--- src/rtl/multi_mode_reduce_unit.sv ---
// multi_mode_reduce_unit: per-chain vector reduction (pass, sum, signed max/min, frame accumulate)
// Ports:
//   clk, rst_n             clock, asynchronous active-low reset
//   valid_in, eof_in       beat valid, last beat of a frame
//   chainId_in             chain owning the current beat
//   tracing                1 = process data, 0 = accept configuration writes
//   configId, configData   configuration address and payload
//   vector_in              N lanes of DATA_WIDTH bits, lane 0 in the low bits
//   valid_out, vector_out  registered result, one cycle after the beat
module multi_mode_reduce_unit #(
   parameter int N                  = 8,
   parameter int DATA_WIDTH         = 32,
   parameter int MAX_CHAINS         = 4,
   parameter int PERSONAL_CONFIG_ID = 0,
   localparam int CW = MAX_CHAINS > 1 ? $clog2(MAX_CHAINS) : 1
) (
   input  logic                      clk,
   input  logic                      rst_n,
   input  logic                      valid_in,
   input  logic                      eof_in,
   input  logic [CW-1:0]             chainId_in,
   input  logic                      tracing,
   input  logic [7:0]                configId,
   input  logic [7:0]                configData,
   input  logic [N*DATA_WIDTH-1:0]   vector_in,
   output logic                      valid_out,
   output logic [N*DATA_WIDTH-1:0]   vector_out
);
   localparam int DW = DATA_WIDTH;
   logic [7:0]    mode [MAX_CHAINS];
   logic [DW-1:0] acc  [MAX_CHAINS];
   logic [DW-1:0] sum, mx, mn, r0, acc_sel;
   logic [2:0]    m;
   logic          in_rng, pass, fire, cfg_hit;
   logic [CW-1:0] cidx;
   logic          unused_mode_hi;
   // out-of-range chains behave as pass-through and never index the state arrays
   assign in_rng  = {1'b0, chainId_in} < (CW+1)'(MAX_CHAINS);
   assign m       = in_rng ? mode[chainId_in][2:0] : 3'd0;
   assign acc_sel = in_rng ? acc[chainId_in] : '0;
   assign pass    = m == 3'd0 || m > 3'd4;
   assign fire    = tracing && valid_in && (m != 3'd4 || eof_in);
   assign cfg_hit = int'(configId) >= PERSONAL_CONFIG_ID && int'(configId) < PERSONAL_CONFIG_ID + MAX_CHAINS;
   assign cidx    = CW'(int'(configId) - PERSONAL_CONFIG_ID);
   // upper mode bits are stored but carry no meaning
   assign unused_mode_hi = ^mode[0][7:3];
   always_comb begin
      sum = '0;
      mx  = vector_in[DW-1:0];
      mn  = vector_in[DW-1:0];
      for (int i = 0; i < N; i++) begin
         sum = sum + vector_in[i*DW +: DW];
         mx  = $signed(vector_in[i*DW +: DW]) > $signed(mx) ? vector_in[i*DW +: DW] : mx;
         mn  = $signed(vector_in[i*DW +: DW]) < $signed(mn) ? vector_in[i*DW +: DW] : mn;
      end
      r0 = m == 3'd1 ? sum : m == 3'd2 ? mx : m == 3'd3 ? mn : acc_sel + sum;
   end
   always_ff @(posedge clk or negedge rst_n) begin
      if (!rst_n) begin
         valid_out  <= 1'b0;
         vector_out <= '0;
         for (int c = 0; c < MAX_CHAINS; c++) begin
            mode[c] <= '0;
            acc[c]  <= '0;
         end
      end else begin
         valid_out <= fire;
         if (fire) vector_out <= pass ? vector_in : (N*DW)'(r0);
         if (tracing && valid_in && m == 3'd4) acc[chainId_in] <= eof_in ? '0 : acc_sel + sum;
         if (!tracing && cfg_hit) begin
            mode[cidx] <= configData;
            acc[cidx]  <= '0;
         end
      end
   end
endmodule

--- config.mk ---
export PLATFORM = sky130hd
export DESIGN_NAME = multi_mode_reduce_unit
export DESIGN_NICKNAME = d
export VERILOG_FILES = /design/src/rtl/multi_mode_reduce_unit.sv
export SDC_FILE = /design/constraint.sdc
export NUM_CORES = 2
export LEC_CHECK = 0
export BUFFER_PORTS_ARGS = -buffer_cell sky130_fd_sc_hd__buf_4
export CAP_MARGIN = 10
export CORE_MARGIN = 5
export CORE_UTILIZATION = 25
export CTS_BUF_LIST = sky130_fd_sc_hd__clkbuf_4 sky130_fd_sc_hd__clkbuf_8
export DETAILED_ROUTE_END_ITERATION = 10
export SLEW_MARGIN = 20
export SYNTH_ARGS = -nofsm -noshare
export SYNTH_HDL_FRONTEND = slang
export SYNTH_SLANG_ARGS = --single-unit
export TNS_END_PERCENT = 20
--- constraint.sdc ---
create_clock -name clk -period 4.49 [get_ports clk]
set_input_delay 0.898 -clock clk [delete_from_list [all_inputs] [get_ports clk]]
set_output_delay 0.898 -clock clk [all_outputs]
set_load 0.02 [all_outputs]
# Word-level counts from Yosys, hierarchy flattened
# Cells that the tools add are included.
[classes] reduce_logical=10 order_cmp=20 mux=35 bitwise=4 n_addsub=8 n_eq_ne=5
[ops] cell="$mux W32" n=22
[ops] cell="$add A32 B32 Y32" n=8
[ops] cell="$mux W128" n=2
[ops] cell="$mux W256" n=1
[ops] cell="$gt A32 B32 Y1" n=7
[ops] cell="$lt A32 B32 Y1" n=7
[ops] cell="$and A128 B128 Y128" n=1
[ops] cell="$bwmux W128" n=1
[ops] cell="$demux W32 S2" n=2
[ops] cell="$not A128 Y128" n=1
[ops] cell="$bmux W32 S2" n=1
[ops] cell="$bwmux W32" n=1
[ops] cell="$bmux W8 S2" n=1
[ops] cell="$demux W8 S2" n=1
[ops] cell="$lt A8 B3 Y1 const B" n=1
[ops] cell="$mux W8" n=1
[ops] cell="$eq A3 B2 Y1 const B" n=2
[ops] cell="$ge A3 B3 Y1 const B" n=2
[ops] cell="$logic_and A1 B1 Y1" n=6
[ops] cell="$lt A3 B1 Y1 const B" n=2
[ops] cell="$mux W3" n=2
[ops] cell="$not A2 Y3" n=2
[ops] cell="$eq A3 B1 Y1 const B" n=1
[ops] cell="$eq A3 B3 Y1 const B" n=1
[ops] cell="other kinds (5)" n=6
[word_totals] wordCells=92 out_inout_bits=257 regBits=417

# Depth between registers and ports, before layout
[depth] word_depth=18 mapped_depth=127

# Worst setup path after synthesis
# OpenSTA, ideal clock, no wires.
[synth_timing] path_type="input to register" start="input vector_in[31]" end="register vector_out[1]" path_slack_ns=-15.836 setup_ns=0.116 path_buffers=14 path_stages=118 arrival_time_ns=20.210 cell_sequence="inv_1 -> ha_1 -> buf_2 -> nand4_1 -> nor4_1 -> o41a_1 -> o21ba_1 -> buf_6 -> clkbuf_1 -> clkbuf_1 -> mux2i_1 -> ha_1 -> a21o_1 -> a21o_1 -> a21oi_1 -> o21ai_0 -> or3_1 -> a31oi_1 -> (+82 left out) -> a21oi_1 -> nor2b_1 -> o21ai_0 -> nand2b_1 -> a21oi_1 -> nor2b_1 -> o21ai_0 -> o211ai_1 -> a2111o_1 -> mux2i_1 -> a31o_2 -> nand2b_1 -> o21ai_1 -> clkbuf_1 -> nand2_1 -> o211ai_1 -> nand2_1 -> o311ai_0"
[synth_between] elab_chain_cells=18 word_cells_on_any_way=32 classes_between="order compare (14); mux (18)"
[synth_rtl] item="start: declaration" line="25" rtl="input logic [N*DATA_WIDTH-1:0] vector_in,"
[synth_rtl] item="$lt A32 B32 Y1" line="54" rtl="mn = $signed(vector_in[i*DW +: DW]) < $signed(mn) ? vector_in[i*DW +: DW] : mn;"
[synth_rtl] item="$mux W32" line="54"
[synth_rtl] item="$lt A32 B32 Y1" line="54"
[synth_rtl] item="$mux W32" line="54"
[synth_rtl] item="$lt A32 B32 Y1" line="54"
[synth_rtl] item="$mux W32" line="54"
[synth_rtl] item="$lt A32 B32 Y1" line="54"
[synth_rtl] item="$mux W32" line="54"
[synth_rtl] item="$lt A32 B32 Y1" line="54"
[synth_rtl] item="$mux W32" line="54"
[synth_rtl] item="$lt A32 B32 Y1" line="54"
[synth_rtl] item="$mux W32" line="54"
[synth_rtl] item="$lt A32 B32 Y1" line="54"
[synth_rtl] item="$mux W32" line="54"
[synth_rtl] item="$mux W32" line="56" rtl="r0 = m == 3'd1 ? sum : m == 3'd2 ? mx : m == 3'd3 ? mn : acc_sel + sum;"
[synth_rtl] item="$mux W32 * (2 in a row)" line="56"
[synth_rtl] item="$mux W256 *" line="68" rtl="if (fire) vector_out <= pass ? vector_in : (N*DW)'(r0);"
[synth_rtl] item="end signal: assignment" line="68"
[synth_rtl] item="end: declaration" line="27" rtl="output logic [N*DATA_WIDTH-1:0] vector_out"
# Every way passes the cells marked *; elsewhere a longest branch is shown, timed or not.
# A chain may end at the register's enable or synchronous reset.

# Final worst setup path
[layout_timing] start="input vector_in[23]" end="register vector_out[29]"
[layout_between] elab_chain_cells=18 word_cells_on_any_way=40 classes_between="add/sub (8); order compare (14); mux (18)"
[layout_rtl] item="branches (longest 16 deep; another with $add A32 B32 Y32)"
[layout_rtl] item="$mux W32 *" line="56"
[layout_rtl] item="$mux W256 *" line="68"
# Mark *: on every way between the ends.

==> flow_summary.rst <==
.. list-table::
   :header-rows: 1

   * - Metric
     - Value
   * - Remaining number of nets flagged by the antenna check after routing
     - 0
   * - Number of sinks on the clock net
     - 397
   * - Worst clock skew
     - 0.0384 ns
   * - Max Clock Freq
     - 53.2 MHz
   * - TritonCTS clock tree
     - yes
   * - Root Buffer Master
     - sky130_fd_sc_hd__clkbuf_8
   * - Level count of the clock H-tree
     - 3
   * - Post-detailed-route via-to-cell ratio
     - 5.03
   * - Final Hold Fails
     - 0
   * - Ratio of cells with drive above 1 in the final layout
     - 40.1%
   * - Count of synthesis-stage warnings from yosys
     - 0
   * - RD Place Congestion
     - 1.01
   * - Run status
     - complete, but fails checks
   * - Total global-route track usage
     - 25.6%
   * - Total number of vias
     - 43900
   * - Slew headroom
     - 30.3%
   * - Initial core utilization
     - 25.1%
   * - Cell mode on critical path
     - sky130_fd_sc_hd__buf_4
   * - Leading register cell type out of synthesis
     - sky130_fd_sc_hd__dfrtp_1
   * - Final Worst Setup Slack
     - -14.29 ns
   * - Sequential-to-total area share from yosys stat
     - 25.0%
   * - Max Transition Viols Final
     - 0
   * - Antenna violations before repair
     - 56
   * - Pwr dens
     - 962 nW/µm²
   * - Crit path arrival time
     - 19.52 ns
   * - Cell with the largest stage delay on the worst path
     - sky130_fd_sc_hd__a2111o_1
   * - Category of cells accounting for the largest share of critical-path delay
     - compound AO/OA/AOI/OAI gates
   * - Maximum number of pins on one net before global-route repair
     - 109
   * - Chip height
     - 409 µm
   * - Post-route non-filler standard cell count
     - 8718
   * - Worst Path Max Fanout
     - 8
   * - Area growth from synthesis to layout
     - 53.7%
   * - Maximum Capacitance Violations
     - 0
   * - Count of fill cells added during filler insertion
     - 16200
   * - Setup repair after global routing missed its margin
     - true
   * - Placed wire-length estimate
     - 188000 µm
   * - EDFF count, synth
     - 0
   * - Mapped Nets
     - 5709
   * - Number of buffers inserted during clock tree synthesis
     - 77
   * - Worst Max-Slew Pin Slew
     - 1.04 ns
   * - Number of rows created at floorplan
     - 146
   * - Total congestion overflow
     - 0
   * - First-pass GRT wire length
     - 311000 µm
   * - Ratio of final minimum period to clock period
     - 418%
   * - Combined area of all synthesized cells
     - 39700 µm²
   * - Routed WL
     - 223000 µm
   * - Core Area
     - 158000 µm²
   * - Worst Path Class, Setup
     - in2reg
   * - Tmin final
     - 18.78 ns
   * - Floorplan die area
     - 167000 µm²
   * - Bufs and invs on worst path
     - 27
   * - Post-DR wirelength/cell
     - 25.6 µm
   * - Clock edge transition at the registers on the reported setup and hold paths
     - 0.07 ns
   * - Per-instance average area after synthesis
     - 8.30 µm²
   * - Overall die width
     - 409 µm
   * - Top cell type by total area after synthesis
     - sky130_fd_sc_hd__dfrtp_1
   * - Leakage component of the power
     - 30.8 nW
   * - Unique cell type count in the Yosys netlist
     - 86
   * - Total of hold buffers inserted after clock tree synthesis
     - 0
   * - Net total in the final layout
     - 7477
   * - Fin util
     - 38.6%
   * - First DRT Iteration DRCs
     - 3893
   * - Failing checks
     - setup timing
   * - First-pass iteration count of the detailed router
     - 6
   * - IO Port Bufs
     - 530
   * - Top cells by area in the synthesized netlist
     - sky130_fd_sc_hd__dfrtp_1 25%, sky130_fd_sc_hd__ha_1 15%, sky130_fd_sc_hd__fa_1 9.3%
   * - Top cell type's share of synthesized area
     - 25.0%
   * - Kind of end point of the critical path
     - register
   * - Worst path required time
     - 5.23 ns
   * - Count of unresolved DRC violations after routing
     - 0
   * - Startpoint type of the worst setup path
     - input pin
   * - Worst vdd rail ir drop
     - 979 µV
   * - Async SR Flop Fraction
     - 100%
   * - Vias in the first global route
     - 43600
   * - Number of buffers on the longest clock path
     - 3
   * - Number of placed instances with taps included
     - 8455
   * - Final Setup Violations
     - 148
   * - Hold Crit Class
     - in2async
   * - Minimum hold slack
     - 0.175 ns
   * - Count of mapped cells out of synthesis
     - 4782
   * - Number of ports placed on the die boundary
     - 536
   * - Largest stage delay on the critical path
     - 0.42 ns
   * - Clk Latency, worst-skew pair
     - 0.81 ns
   * - Number of storage elements in the synthesis netlist
     - 397
## where the power goes
| group | total (mW) | internal [mW] | switching, mW |
|---|---|---|---|
| Sequential | 4.47 | 4.10 | 0.372 |
| Combinational | 50.1 | 24.5 | 25.6 |
| Clock | 4.16 | 2.34 | 1.82 |
| Total | 58.7 | 31.0 | 27.8 |
## cells in the final DEF (no fill, tap or decap), types with 55 or more instances in the layout
master | netlist | routed
sky130_fd_sc_hd__buf_4 | 5 | 1827
sky130_fd_sc_hd__nand2_1 | 796 | 791
sky130_fd_sc_hd__inv_1 | 521 | 480
sky130_fd_sc_hd__ha_1 | 464 | 418
sky130_fd_sc_hd__dfrtp_1 | 397 | 397
sky130_fd_sc_hd__a21oi_1 | 435 | 320
sky130_fd_sc_hd__nor2_1 | 280 | 227
sky130_fd_sc_hd__nand3_1 | 197 | 194
sky130_fd_sc_hd__fa_1 | 184 | 177
sky130_fd_sc_hd__o21ai_0 | 182 | 115
sky130_fd_sc_hd__a21o_1 | 108 | 107
sky130_fd_sc_hd__a21oi_2 | 0 | 95
sky130_fd_sc_hd__mux2_2 | 115 | 92
sky130_fd_sc_hd__mux2i_1 | 111 | 91
sky130_fd_sc_hd__clkbuf_8 | 0 | 89
sky130_fd_sc_hd__nand4_1 | 84 | 84
sky130_fd_sc_hd__o31ai_1 | 77 | 76
sky130_fd_sc_hd__o21ai_1 | 16 | 60
sky130_fd_sc_hd__nor2b_1 | 60 | 55
## Yosys cell counts, types with 10 or more instances
cell type / n
sky130_fd_sc_hd__o22ai_1: 14
sky130_fd_sc_hd__fa_1: 184
sky130_fd_sc_hd__mux4_2: 35
sky130_fd_sc_hd__mux2_2: 115
sky130_fd_sc_hd__and3_1: 17
sky130_fd_sc_hd__and4_1: 11
sky130_fd_sc_hd__o21a_1: 17
sky130_fd_sc_hd__xnor2_1: 47
sky130_fd_sc_hd__nand2_1: 796
sky130_fd_sc_hd__o211ai_1: 26
sky130_fd_sc_hd__nand2b_1: 48
sky130_fd_sc_hd__xor2_1: 25
sky130_fd_sc_hd__and2_1: 17
sky130_fd_sc_hd__o21ai_0: 182
sky130_fd_sc_hd__o221ai_1: 15
sky130_fd_sc_hd__a21oi_1: 435
sky130_fd_sc_hd__nand3_1: 197
sky130_fd_sc_hd__nand4_1: 84
sky130_fd_sc_hd__o31ai_1: 77
sky130_fd_sc_hd__a211oi_1: 29
sky130_fd_sc_hd__a31oi_1: 11
sky130_fd_sc_hd__nor2_1: 280
sky130_fd_sc_hd__clkbuf_1: 188
sky130_fd_sc_hd__nor2b_1: 60
sky130_fd_sc_hd__mux2i_1: 111
sky130_fd_sc_hd__inv_1: 521
sky130_fd_sc_hd__dfrtp_1: 397
sky130_fd_sc_hd__nor3_1: 56
sky130_fd_sc_hd__o21ai_1: 16
sky130_fd_sc_hd__buf_1: 17
sky130_fd_sc_hd__a21boi_0: 13
sky130_fd_sc_hd__a221o_1: 10
sky130_fd_sc_hd__a21o_1: 108
sky130_fd_sc_hd__ha_1: 464
sky130_fd_sc_hd__or3_1: 16
## per-stage QoR
stage	instance area, µm²	total power, mW	setup WS, ns	setup TNS [ns]
6_report	61000	58.7	-14.29	-688.43
3_3_place_gp	56000	47.8	-16.38	-953.68
3_5_place_dp	56000	48.0	-16.49	-967.26
2_1_floorplan	40500	26.1	-13.00	-653.87
5_1_grt	61000	62.5	-15.07	-734.72
4_1_cts	59600	55.5	-14.07	-679.72
## flip-flops by register name, indices dropped and copies added, names as in the netlist
| signal | flops |
|---|---|
| acc | 128 |
| mode | 12 |
| valid_out | 1 |
| vector_out | 256 |
## area by class of cell
type                       instances  area, µm²  area share (%)
timing repair buffer            1908      15000            24.6
tap                             2072       2590            4.25
clock buffer                     109       1380            2.25
sequential                       397       9930            16.3
inverter                         521       2000            3.28
clock inverter                    24        325           0.533
multi-input combinational       3645      29700            48.6
antenna                           42        105           0.172
## final timing paths
kind                                      start               to  slack [ns]  depth (start not counted)
worst max register to register          acc[33]   vector_out[29]       -0.64                         24
worst max-delay path              vector_in[23]   vector_out[29]      -14.29                        116
max in group asynchronous                 rst_n   vector_out[67]        3.14                          2
worst min register to register  vector_out[134]  vector_out[134]        0.46                          2
worst min-delay path                      rst_n          acc[28]        0.17                          1
min in group clk                  configData[2]         mode[26]        0.35                          2
## metal layers
layer / track usage (%) / wire length, µm / up-vias
met5: 0 / 111 / -
met4: 13.2 / 12700 / 18
met3: 5.52 / 19300 / 349
met2: 40.7 / 101000 / 1954
met1: 32.9 / 90500 / 21400
li1: - / - / 20100
## cell families after synthesis
group                      after synthesis  share of synthesized area [%]
muxes                                  263                           8.12
AOI/OAI and AO/OA                     1038                           16.0
adders and majority gates              649                           23.9
xor gates and xnor gates                72                           1.59
and+or+nand+nor                       1621                           18.2
buffers and inverters                  742                           7.13
DFF                                    397                           25.0
## what timing repair did
item,in CTS,in global routing
setup buffers,49,33
resized for setup,345,215
endpoints found under the setup margin,148,152
pin swaps,108,98
cloned,3,4
Power figures use the tool's default switching activity.
